## src/rtl/ram_sdp.sv

```systemverilog
// Simple dual-port RAM with byte enables, self-clearing after reset,
// configurable read latency and read-during-write behaviour.
module ram_sdp #(
  parameter int DATA_W   = 8,
  parameter int ADDR_W   = 4,
  parameter int RD_LAT   = 1,
  parameter int RDW_MODE = 0,
  localparam int BE_W    = DATA_W / 8
) (
  input  logic              clk,
  input  logic              rst,
  input  logic              we,
  input  logic [ADDR_W-1:0] waddr,
  input  logic [DATA_W-1:0] wdata,
  input  logic [BE_W-1:0]   wbe,
  input  logic              re,
  input  logic [ADDR_W-1:0] raddr,
  output logic [DATA_W-1:0] rdata,
  output logic              rvalid,
  output logic              init_done
);

  localparam int DEPTH = 1 << ADDR_W;

  if (DATA_W <= 0 || (DATA_W % 8) != 0) begin : g_bad_data_w
    $error("ram_sdp: DATA_W must be a positive multiple of 8");
  end
  if (RD_LAT != 1 && RD_LAT != 2) begin : g_bad_rd_lat
    $error("ram_sdp: RD_LAT must be 1 or 2");
  end

  typedef enum logic {CLEAR, READY} state_t;

  state_t            state, state_nx;
  logic [ADDR_W-1:0] clr_addr;
  logic [DATA_W-1:0] mem [DEPTH];
  logic              rd_fire, wr_fire;
  logic [DATA_W-1:0] rd_word;

  always_ff @(posedge clk or posedge rst) begin
    if (rst) state <= CLEAR;
    else     state <= state_nx;
  end

  always_comb begin
    state_nx = state;
    case (state)
      CLEAR:   if (clr_addr == '1) state_nx = READY;
      READY:   state_nx = READY;
      default: state_nx = CLEAR;
    endcase
  end

  always_ff @(posedge clk or posedge rst) begin
    if (rst)                clr_addr <= '0;
    else if (state == CLEAR) clr_addr <= clr_addr + 1'b1;
  end

  assign init_done = (state == READY);
  assign rd_fire   = (state == READY) && re;
  assign wr_fire   = (state == READY) && we;

  // The array has no reset; rst only blocks writes so contents survive it.
  always_ff @(posedge clk) begin
    if (!rst) begin
      if (state == CLEAR) begin
        mem[clr_addr] <= '0;
      end else if (wr_fire) begin
        for (int i = 0; i < BE_W; i++)
          if (wbe[i]) mem[waddr][8*i +: 8] <= wdata[8*i +: 8];
      end
    end
  end

  always_comb begin
    rd_word = mem[raddr];
    if (RDW_MODE != 0 && wr_fire && waddr == raddr) begin
      for (int i = 0; i < BE_W; i++)
        if (wbe[i]) rd_word[8*i +: 8] = wdata[8*i +: 8];
    end
  end

  if (RD_LAT == 1) begin : g_lat1
    always_ff @(posedge clk or posedge rst) begin
      if (rst) begin
        rdata  <= '0;
        rvalid <= 1'b0;
      end else begin
        rvalid <= rd_fire;
        if (rd_fire) rdata <= rd_word;
      end
    end
  end else begin : g_lat2
    logic [DATA_W-1:0] s1_data;
    logic              s1_valid;
    always_ff @(posedge clk or posedge rst) begin
      if (rst) begin
        s1_data  <= '0;
        s1_valid <= 1'b0;
        rdata    <= '0;
        rvalid   <= 1'b0;
      end else begin
        s1_valid <= rd_fire;
        if (rd_fire) s1_data <= rd_word;
        rvalid <= s1_valid;
        if (s1_valid) rdata <= s1_data;
      end
    end
  end

endmodule
```

## config.mk

```make
export PLATFORM = sky130hd
export DESIGN_NAME = ram_sdp
export DESIGN_NICKNAME = d
export VERILOG_FILES = /design/src/rtl/ram_sdp.sv
export SDC_FILE = /design/constraint.sdc
export NUM_CORES = 1
export LEC_CHECK = 0
export BUFFER_PORTS_ARGS = -buffer_cell sky130_fd_sc_hd__buf_2
export CORE_AREA = 5 5 98 123
export CTS_CLUSTER_DIAMETER = 120
export DETAILED_ROUTE_END_ITERATION = 10
export DIE_AREA = 0 0 103 128
export MAX_ROUTING_LAYER = met4
export PLACE_DENSITY = 0.71
export SKIP_CTS_REPAIR_TIMING = 1
export SLEW_MARGIN = 20
export SYNTH_ARGS = -nofsm -noshare
export SYNTH_HDL_FRONTEND = slang
export SYNTH_SLANG_ARGS = --single-unit
```

## constraint.sdc

```tcl
create_clock -name clk -period 3.6 [get_ports clk]
set_clock_uncertainty 0.15 [all_clocks]
set_input_delay 0.72 -clock clk [delete_from_list [all_inputs] [get_ports clk]]
set_output_delay 0.72 -clock clk [all_outputs]
set_load 0.02 [all_outputs]
```

==> results of run 1 <==
-- power by group through the flow --
stage / clock, mW / sequential, mW / combinational, mW
after floorplan: 0 / 1.86 / 0.0999
after global placement: 0 / 1.84 / 0.171
after detailed placement: 0 / 1.84 / 0.174
after CTS: 1.96 / 1.81 / 0.175
after global routing: 2.03 / 1.81 / 0.187
final: 1.94 / 1.81 / 0.173
-- per-stage QoR --
step	instances	power, mW
after floorplan	361	1.96
after global placement	519	2.01
after detailed placement	519	2.01
after CTS	551	3.94
after global routing	551	4.03
final	551	3.92
-- layout make-up --
| class | count | area [um^2] |
|---|---|---|
| clock inverter | 11 | 214 |
| tap | 135 | 169 |
| fill | 803 | 4180 |
| sequential | 142 | 4190 |
| timing repair buffer | 38 | 213 |
| inverter | 4 | 15.0 |
| clock buffer | 21 | 450 |
| multi-input combinational | 200 | 1430 |
-- sequential cells by signal, indices dropped and copies added (netlist names) --
register and cells:
rdata 8, init_done 1, mem 128, rvalid 1, clr_addr 4
-- how the worst max path moves through the flow --
stage	slack (ns)	endpoint	start
after global placement	0.65	mem[9][3]	rst
after global routing	0.54	mem[9][3]	init_done
after detailed placement	0.58	mem[9][3]	rst
after floorplan	1.26	mem[10][0]	rst
after CTS	0.78	mem[9][1]	init_done
final	0.76	mem[9][1]	init_done
-- Yosys cell counts (2+ instances only) --
library cell and instances:
a21oi_1 9, a22oi_1 15, a31oi_1 2, a31oi_2 2, and2_1 9, and2b_1 2, buf_2 5, buf_4 8
buf_6 2, dfrtp_1 14, edfxtp_1 128, inv_1 4, mux2i_1 62, mux4_2 2, nand2_1 35, nand2_2 2
nand2b_1 2, nand3_1 15, nand4_1 9, nand4b_1 2, nor2_1 18, nor3b_1 2, xnor2_1 3
-- cell families after synthesis --
family          after synthesis  share of synthesized area
compound gates               30                     0.0368
xor+xnor                      3                    0.00457
fa+ha+maj                     1                    0.00218
buf+inv                      19                     0.0213
flops                       142                      0.730
mux                          66                      0.120
simple gates                100                     0.0847
-- worst reg2reg max path, stage by stage, from the launching register on --
cell and delay, ns:
dfrtp_1 0.63, and4b_1 0.65, mux2i_1 0.29, nand2_1 0.13
nor2_1 0.61
-- per-layer routing --
| layer | GRT usage | share of wire | vias to the layer above |
|---|---|---|---|
| li1 | - | - | 1467 |
| met1 | 0.227 | 0.39 | 1545 |
| met2 | 0.318 | 0.50 | 122 |
| met3 | 0.0506 | 0.056 | 38 |
| met4 | 0.115 | 0.048 | 0 |
| met5 | - | 0 | - |
==> results.sh, run 1 <==
export IMPL_crit_buf_inv=0
export IMPL_grt_pass1_vias=3370
export IMPL_dr_pass1_iters=5
export IMPL_final_core_util=0.615
export IMPL_clock_path_buffers=2
export IMPL_place_congestion=0.822
export IMPL_pwr_share_clk=0.495
export IMPL_track_usage=0.200
export IMPL_hold_slack_ns=0.289
export IMPL_slew_headroom=0.500
export IMPL_synth_area_leaders="edfxtp_1 67%, mux2i_1 11%, dfrtp_1 6.1%, nand2_1 2.3%, a22oi_1 2.0%"
export IMPL_fin_crit_ns=2.84
export IMPL_setup_viol_count_final=0
export IMPL_rr_endpoint="mem[9][1]"
export IMPL_cp_cell_sequence="and4b_1 > mux2i_1 > nand2_1 > nor2_1"
export IMPL_clock_sinks=142
export IMPL_drcViolationCount=0
export IMPL_netlist_instances=361
export IMPL_htree_levels=4
export IMPL_antenna_found_initial=0
export IMPL_drt_iter0_drc=239
export IMPL_arrival_ns=2.73
export IMPL_syn_num_nets=383
export IMPL_path_max_fanout=18
export IMPL_slowest_stage="and4b_1"
export IMPL_yosysTopAreaCellShare=0.669
export IMPL_dieWidth_um=103
export IMPL_wirelength_mm=11.8
export IMPL_layout_commonest_cell="edfxtp_1"
export IMPL_rows=43
export IMPL_viasPerCell=5.76
export IMPL_end_kind="register"
export IMPL_switching_share=0.190
export IMPL_rrSetupSlack_ns=0.76
export IMPL_wl_per_cell_um=21.3
export IMPL_fmax_mhz=352
export IMPL_seqPwrFrac=0.461
export IMPL_setup_ws_ns=0.757
export IMPL_status="finished, final reports clean"
export IMPL_cellPowerDensity_mw_per_mm2=587
export IMPL_start_util=0.529
export IMPL_cts_buffers=17
export IMPL_drv_cap=0
export IMPL_dp_slack_ns=0.578
export IMPL_ys_warn_count=0
export IMPL_yosys_most_used_dff="edfxtp_1"
export IMPL_area_growth_pct=16.3
export IMPL_required_ns=3.49
export IMPL_final_area_mm2=0.00668
export IMPL_ys_seq_area_frac=0.730
export IMPL_finalSetupTns_ns=0
export IMPL_reg2regPathDepth=4
export IMPL_rsz0062_at_grt="false"
export IMPL_synth_seq_cells=142
export IMPL_cellLeakagePower_nw=2.68
export IMPL_overflow=0
export IMPL_r2r_start="init_done"
export IMPL_power_net_switching_mw=0.745
export IMPL_placed_area_mm2=0.00602
export IMPL_io_buffer_count=30
export IMPL_final_nets=425
export IMPL_drive_gt1_frac=0.188
export IMPL_grt_max_degree=29
export IMPL_final_cell_mix="128 x edfxtp_1, 62 x mux2i_1, 35 x nand2_1, 29 x buf_2, 18 x nor2_1"
export IMPL_hpwl_mm=7.73
export IMPL_max_slew_worst_pin_slew_ns=0.750
export IMPL_slowest_delay_ns=0.65
export IMPL_drv_slew=0
export IMPL_syn_area_per_cell_um2=15.9
export IMPL_clk_transition_reported_paths_ns=0.06
export IMPL_die_h_um=128
export IMPL_p_int_mw=3.18
export IMPL_crit_family="simple AND/OR/NAND/NOR gates"
export IMPL_path_class="register to register"
export IMPL_synth_cell_types=32
export IMPL_hold_viol_final=0
export IMPL_clock_latency_ns=0.41
export IMPL_cts_tree="done"
export IMPL_fin_crit_sh=0.790
export IMPL_n_antenna_cell=0
export IMPL_die_area_mm2=0.0132
export IMPL_cts_root_buf="clkbuf_16"
export IMPL_async_flop_share=0.0986
export IMPL_hp_class="input pin to asynchronous set/reset pin"
export IMPL_grt_pass1_wl_mm=18.1
export IMPL_synth_enable_flop_cells=128
export IMPL_vias=3172
export IMPL_combPwrFrac=0.044
export IMPL_crit_cells=4
export IMPL_vdd_drop_max_uv=329
export IMPL_netlist_area_mm2=0.00575
export IMPL_io_pins=31
export IMPL_ant_nets=0
export IMPL_yosys_area_top_type="edfxtp_1"
export IMPL_core_area_mm2=0.0109
export IMPL_cp_start_kind="register"
Note: power is estimated with default switching activity, not from simulation.
==> run 2, diff against run 1 <==
--- a/config.mk
+++ b/config.mk
@@ -5,13 +5,14 @@
 export SDC_FILE = /design/constraint.sdc
 export NUM_CORES = 1
 export LEC_CHECK = 0
+export ABC_AREA = 1
 export BUFFER_PORTS_ARGS = -buffer_cell sky130_fd_sc_hd__buf_2
-export CORE_AREA = 5 5 98 123
+export CORE_AREA = 5 5 99 125
 export CTS_CLUSTER_DIAMETER = 120
 export DETAILED_ROUTE_END_ITERATION = 10
-export DIE_AREA = 0 0 103 128
+export DIE_AREA = 0 0 104 130
 export MAX_ROUTING_LAYER = met4
-export PLACE_DENSITY = 0.71
+export PLACE_DENSITY = 0.74
 export SKIP_CTS_REPAIR_TIMING = 1
 export SLEW_MARGIN = 20
 export SYNTH_ARGS = -nofsm -noshare
==> constraint.sdc (replaced) <==
create_clock -name clk -period 2.6 [get_ports clk]
set_clock_uncertainty 0.15 [all_clocks]
set_input_delay 0.52 -clock clk [delete_from_list [all_inputs] [get_ports clk]]
set_output_delay 0.52 -clock clk [all_outputs]
set_load 0.02 [all_outputs]
==> run 2 against run 1 <==
Net effect:
- maximum frequency grew 28%
- combinational power grew 60%
- synthesized area grew 3.1%
- critical path depth grew 1
- via count grew 26%
- clock power grew 30%
- non-clock buffer count grew 22
- synthesized cell count grew 48%
- worst setup slack lost 0.38 ns
- die area grew 2.5%
- first-iteration DRC count grew 23%
- flip-flop and latch count is the same
- critical path type unchanged
- critical endpoint is now mem[11][3]
- largest power group unchanged
==> results.sh, run 2 <==
export IMPL_synthTopCellsByCount="203 x nand2_1, 128 x edfxtp_1, 101 x nand3_1"
export IMPL_hp_class="input pin to asynchronous set/reset pin"
export IMPL_drv_slew=0
export IMPL_vias=4002
export IMPL_slowest_stage="dfrtp_1"
export IMPL_hold_viol_final=0
export IMPL_rsz0062_at_grt="false"
export IMPL_reg2regPathDepth=5
export IMPL_synth_cell_types=20
export IMPL_setup_viol_count_final=0
export IMPL_synth_most_common_cell="nand2_1"
export IMPL_ys_seq_area_frac=0.708
export IMPL_cts_buffers=17
export IMPL_required_ns=2.56
export IMPL_core_area_mm2=0.0110
export IMPL_synth_enable_flop_cells=128
export IMPL_syn_num_nets=556
export IMPL_slowest_delay_ns=0.53
export IMPL_dr_pass1_iters=5
export IMPL_io_pins=31
export IMPL_fin_crit_sh=0.855
export IMPL_vdd_drop_max_uv=607
export IMPL_overflow=0
export IMPL_netlist_area_mm2=0.00592
export IMPL_clock_latency_ns=0.40
export IMPL_path_max_fanout=17
export IMPL_largest_reg_flops=128
export IMPL_final_nets=609
export IMPL_grt_max_degree=65
export IMPL_dieWidth_um=104
export IMPL_crit_family="simple AND/OR/NAND/NOR gates"
export IMPL_cts_root_buf="clkbuf_16"
export IMPL_cp_start_kind="register"
export IMPL_yosys_most_used_dff="edfxtp_1"
export IMPL_cp_cell_sequence="nand4_4 > o21ai_1 > nand2_1 > nor2_1 > buf_4"
export IMPL_hold_slack_ns=0.0683
export IMPL_r2r_start="init_done"
export IMPL_regMostFlops="mem"
export IMPL_netlist_instances=534
export IMPL_drv_cap=0
export IMPL_clk_transition_reported_paths_ns=0.06
export IMPL_hpwl_mm=8.59
export IMPL_arrival_ns=2.18
export IMPL_yosysTopAreaCellShare=0.649
export IMPL_nFillCells=880
export IMPL_synth_area_leaders="edfxtp_1 65%, nand2_1 13%, nand3_1 8.5%, dfrtp_1 5.9%, nor2_1 1.5%"
export IMPL_htree_levels=4
export IMPL_drt_iter0_drc=294
export IMPL_clock_path_buffers=2
export IMPL_grt_pass1_vias=3930
export IMPL_cellPowerDensity_mw_per_mm2=761
export IMPL_n_antenna_cell=0
export IMPL_fin_crit_ns=2.22
export IMPL_async_flop_share=0.0986
export IMPL_finalSetupTns_ns=0
export IMPL_drcViolationCount=0
export IMPL_yosys_area_top_type="edfxtp_1"
export IMPL_wl_per_cell_um=18.2
export IMPL_place_congestion=0.847
export IMPL_end_kind="register"
export IMPL_die_area_mm2=0.0135
export IMPL_drive_gt1_frac=0.160
export IMPL_rrSetupSlack_ns=0.38
export IMPL_ant_nets=0
export IMPL_start_util=0.540
export IMPL_cellLeakagePower_nw=2.97
export IMPL_viasPerCell=5.45
export IMPL_track_usage=0.213
export IMPL_antenna_found_initial=0
export IMPL_reg_top3="mem: 128 flops, rdata: 8 flops, clr_addr: 4 flops"
export IMPL_fmax_mhz=450
export IMPL_path_class="register to register"
export IMPL_die_h_um=130
export IMPL_syn_area_per_cell_um2=11.1
export IMPL_rows=43
export IMPL_io_buffer_count=30
export IMPL_wirelength_mm=13.3
export IMPL_clock_sinks=142
export IMPL_final_cell_mix="203 x nand2_1, 128 x edfxtp_1, 101 x nand3_1, 30 x buf_2, 28 x buf_4"
export IMPL_cts_tree="done"
export IMPL_slew_headroom=0.685
export IMPL_ys_warn_count=0
export IMPL_crit_buf_inv=1
export IMPL_layout_commonest_cell="nand2_1"
export IMPL_area_growth_pct=17.4
export IMPL_grt_pass1_wl_mm=20.8
export IMPL_synth_seq_cells=142
export IMPL_status="finished, final reports clean"
export IMPL_rr_endpoint="mem[11][3]"
export IMPL_max_slew_worst_pin_slew_ns=0.472
## run 2: cell type report
type                    count  area [um^2]  area share
inverters                  24         90.1      0.0130
multi-input cells         342         1480       0.212
well taps                 135          169      0.0243
clock inverters            13          195      0.0281
clock buffers              18          429      0.0617
flip-flops and latches    142         4190       0.603
repair buffers             60          400      0.0576
## run 2: worst max path at each step
stage | startpoint | to | depth (start not counted) | slack, ns
finish | init_done | mem[11][3] | 5 | 0.38
global route | init_done | mem[11][3] | 5 | 0.22
CTS | init_done | mem[11][3] | 5 | 0.40
detailed placement | rst | mem[11][7] | 7 | 0.30
global placement | rst | mem[14][0] | 7 | 0.32
floorplan | rst | mem[13][0] | 8 | 0.17
## run 2: per-layer routing
metal	global-route usage	wire, um
met3	0.0480	787
met4	0.0884	361
met1	0.247	5180
met5	-	0
met2	0.363	7020
## run 2: cells by family (layout without fill, tap and decap cells)
logic type / Yosys count / after routing / share of synthesized area
xor gates and xnor gates: 3 / 3 / 0.00444
and+or+nand+nor: 333 / 333 / 0.237
buffers and inverters: 50 / 115 / 0.0427
DFF: 142 / 142 / 0.708
adders and majority gates: 1 / 1 / 0.00211
AOI/OAI and AO/OA: 5 / 5 / 0.00549
## run 2: worst min-delay path, stage by stage
cell and delay (ns):
buf_2 0.11, inv_1 0.11, buf_4 0.25
## run 2: report_power, final
| group | switching (mW) | internal (mW) | leakage, nW |
|---|---|---|---|
| sequential | 0.00730 | 2.49 | 1.59 |
| combinational | 0.194 | 0.0817 | 1.07 |
| clock | 0.834 | 1.68 | 0.309 |
## run 2: per-stage QoR
| step | instances | instance area, um^2 | power (mW) | worst slack [ns] | util |
|---|---|---|---|---|---|
| floorplan | 534 | 5920 | 2.72 | 0.169 | - |
| global placement | 703 | 6330 | 2.81 | 0.316 | 0.577 |
| detailed placement | 703 | 6330 | 2.82 | 0.299 | 0.577 |
| CTS | 734 | 6950 | 5.32 | 0.404 | 0.633 |
| global route | 734 | 6950 | 5.46 | 0.225 | 0.633 |
| finish | 734 | 6950 | 5.29 | 0.377 | 0.633 |
==> run 3, diff against run 2 <==
--- a/config.mk
+++ b/config.mk
@@ -8,6 +8,7 @@
 export ABC_AREA = 1
 export BUFFER_PORTS_ARGS = -buffer_cell sky130_fd_sc_hd__buf_2
 export CORE_AREA = 5 5 99 125
+export CTS_BUF_LIST = sky130_fd_sc_hd__clkbuf_4
 export CTS_CLUSTER_DIAMETER = 120
 export DETAILED_ROUTE_END_ITERATION = 10
 export DIE_AREA = 0 0 104 130
==> run 3 against run 2 <==
Net effect:
- sequential power about the same
- register-to-register slack improved by 0.06 ns
- maximum frequency decreased by 4.9%
- critical path depth increased by 3
- flip-flop and latch count unchanged
- routed wire length decreased by 2.3%
- first-iteration DRC count decreased by 0.34%
- via count decreased by 2.2%
- hold slack improved by 0.23 ns
- clock power decreased by 38%
- sequential share of layout area increased by 2.6 points
- critical path type is now input pin to register
- largest power group is now sequential cells
==> results.sh, run 3 (synthesized netlist as in run 2, its figures left out) <==
export IMPL_drive_gt1_frac=0.162
export IMPL_layout_commonest_cell="nand2_1"
export IMPL_hold_slack_ns=0.295
export IMPL_finalSetupTns_ns=0
export IMPL_drv_cap=0
export IMPL_io_buffer_count=30
export IMPL_ant_nets=0
export IMPL_wirelength_mm=13.0
export IMPL_status="finished, final reports clean"
export IMPL_die_h_um=130
export IMPL_viasPerCell=5.33
export IMPL_whs_path_depth=4
export IMPL_rrSetupSlack_ns=0.44
export IMPL_layout_cells_non_filler=735
export IMPL_start_util=0.540
export IMPL_regMostFlops="mem"
export IMPL_cp_start_kind="input pin"
export IMPL_dr_pass1_iters=5
export IMPL_n_antenna_cell=0
export IMPL_die_area_mm2=0.0135
export IMPL_nFillCells=932
export IMPL_seq_area_mm2=0.00419
export IMPL_drcViolationCount=0
export IMPL_multi_input_area_mm2=0.00148
export IMPL_fin_crit_ns=2.34
export IMPL_hold_viol_final=0
export IMPL_place_congestion=0.847
export IMPL_grt_pass1_vias=3910
export IMPL_vias=3914
export IMPL_drv_slew=0
export IMPL_wl_per_cell_um=17.7
export IMPL_arrival_ns=2.41
export IMPL_cts_tree="done"
export IMPL_reg_top3="mem: 128 flops, rdata: 8 flops, clr_addr: 4 flops"
export IMPL_dp_cells=703
export IMPL_grt_pass1_wl_mm=20.5
export IMPL_drt_iter0_drc=293
export IMPL_holdPathEnd="rdata[1]"
export IMPL_cts_buffers=17
export IMPL_required_ns=2.67
export IMPL_slew_headroom=0.687
export IMPL_overflow=0
export IMPL_area_growth_pct=12.6
export IMPL_end_kind="register"
export IMPL_clock_latency_ns=0.51
export IMPL_largest_reg_flops=128
export IMPL_max_slew_worst_pin_slew_ns=0.469
export IMPL_clock_sinks=142
export IMPL_setup_ws_ns=0.262
export IMPL_htree_levels=4
export IMPL_path_max_fanout=17
export IMPL_final_nets=610
export IMPL_grt_max_degree=65
export IMPL_clock_path_buffers=2
export IMPL_track_usage=0.210
export IMPL_final_cell_mix="203 x nand2_1, 128 x edfxtp_1, 101 x nand3_1, 30 x buf_2, 28 x buf_4"
export IMPL_rsz0062_at_grt="false"
export IMPL_setup_viol_count_final=0
export IMPL_hp_class="input pin to register"
export IMPL_fmax_mhz=428
export IMPL_dp_slack_ns=0.299
export IMPL_min_from="re"
export IMPL_dieWidth_um=104
export IMPL_cellLeakagePower_nw=2.85
export IMPL_io_pins=31
export IMPL_cts_root_buf="clkbuf_4"
export IMPL_r2r_start="init_done"
export IMPL_rows=43
export IMPL_fin_crit_sh=0.899
export IMPL_reg2regPathDepth=5
export IMPL_rr_endpoint="mem[11][2]"
export IMPL_clk_transition_reported_paths_ns=0.11
export IMPL_hpwl_mm=8.59
export IMPL_core_area_mm2=0.0110
export IMPL_cellPowerDensity_mw_per_mm2=649
export IMPL_vdd_drop_max_uv=433
export IMPL_path_class="input pin to register"
export IMPL_antenna_found_initial=0
run 3: final cells by class:
class / count / area share
tap: 135 / 0.0253
inverter: 24 / 0.0135
clock inverter: 13 / 0.0293
timing repair buffer: 61 / 0.0615
sequential: 142 / 0.629
clock buffer: 18 / 0.0203
multi-input combinational: 342 / 0.221
run 3: worst max path at each step:
stage,startpoint,to,slack [ns],depth (start not counted)
floorplan,rst,mem[13][0],0.17,8
global placement,rst,mem[14][0],0.32,7
detailed placement,rst,mem[11][7],0.30,7
CTS,init_done,mem[11][6],0.43,5
global route,rst,mem[11][2],0.15,8
finish,rst,mem[11][2],0.26,8
run 3: where the power goes:
group          switching [mW]  internal (mW)
combinational           0.193         0.0827
clock                   0.708          0.858
sequential            0.00703           2.48
total                   0.908           3.42
run 3: worst max-delay path, stage by stage:
cell and delay, ns:
dlygate4sd3_1 0.53, buf_2 0.13, inv_1 0.10, nand4_4 0.25
o21ai_1 0.32, nand2_1 0.22, nor2_1 0.15, buf_4 0.18
run 3: stage by stage:
stage / utilization / power [mW] / cell area [um^2]
5_1_grt: 0.608 / 4.50 / 6670
3_5_place_dp: 0.577 / 2.82 / 6330
4_1_cts: 0.607 / 4.36 / 6660
3_3_place_gp: 0.577 / 2.81 / 6330
6_report: 0.608 / 4.33 / 6670
2_1_floorplan: - / 2.72 / 5920
run 3: metal layers:
layer,vias to the layer above,global-route usage,share of wire
met5,-,-,0
met1,1847,0.246,0.40
met4,0,0.0960,0.033
li1,1917,-,-
met3,28,0.0371,0.042
met2,122,0.355,0.53
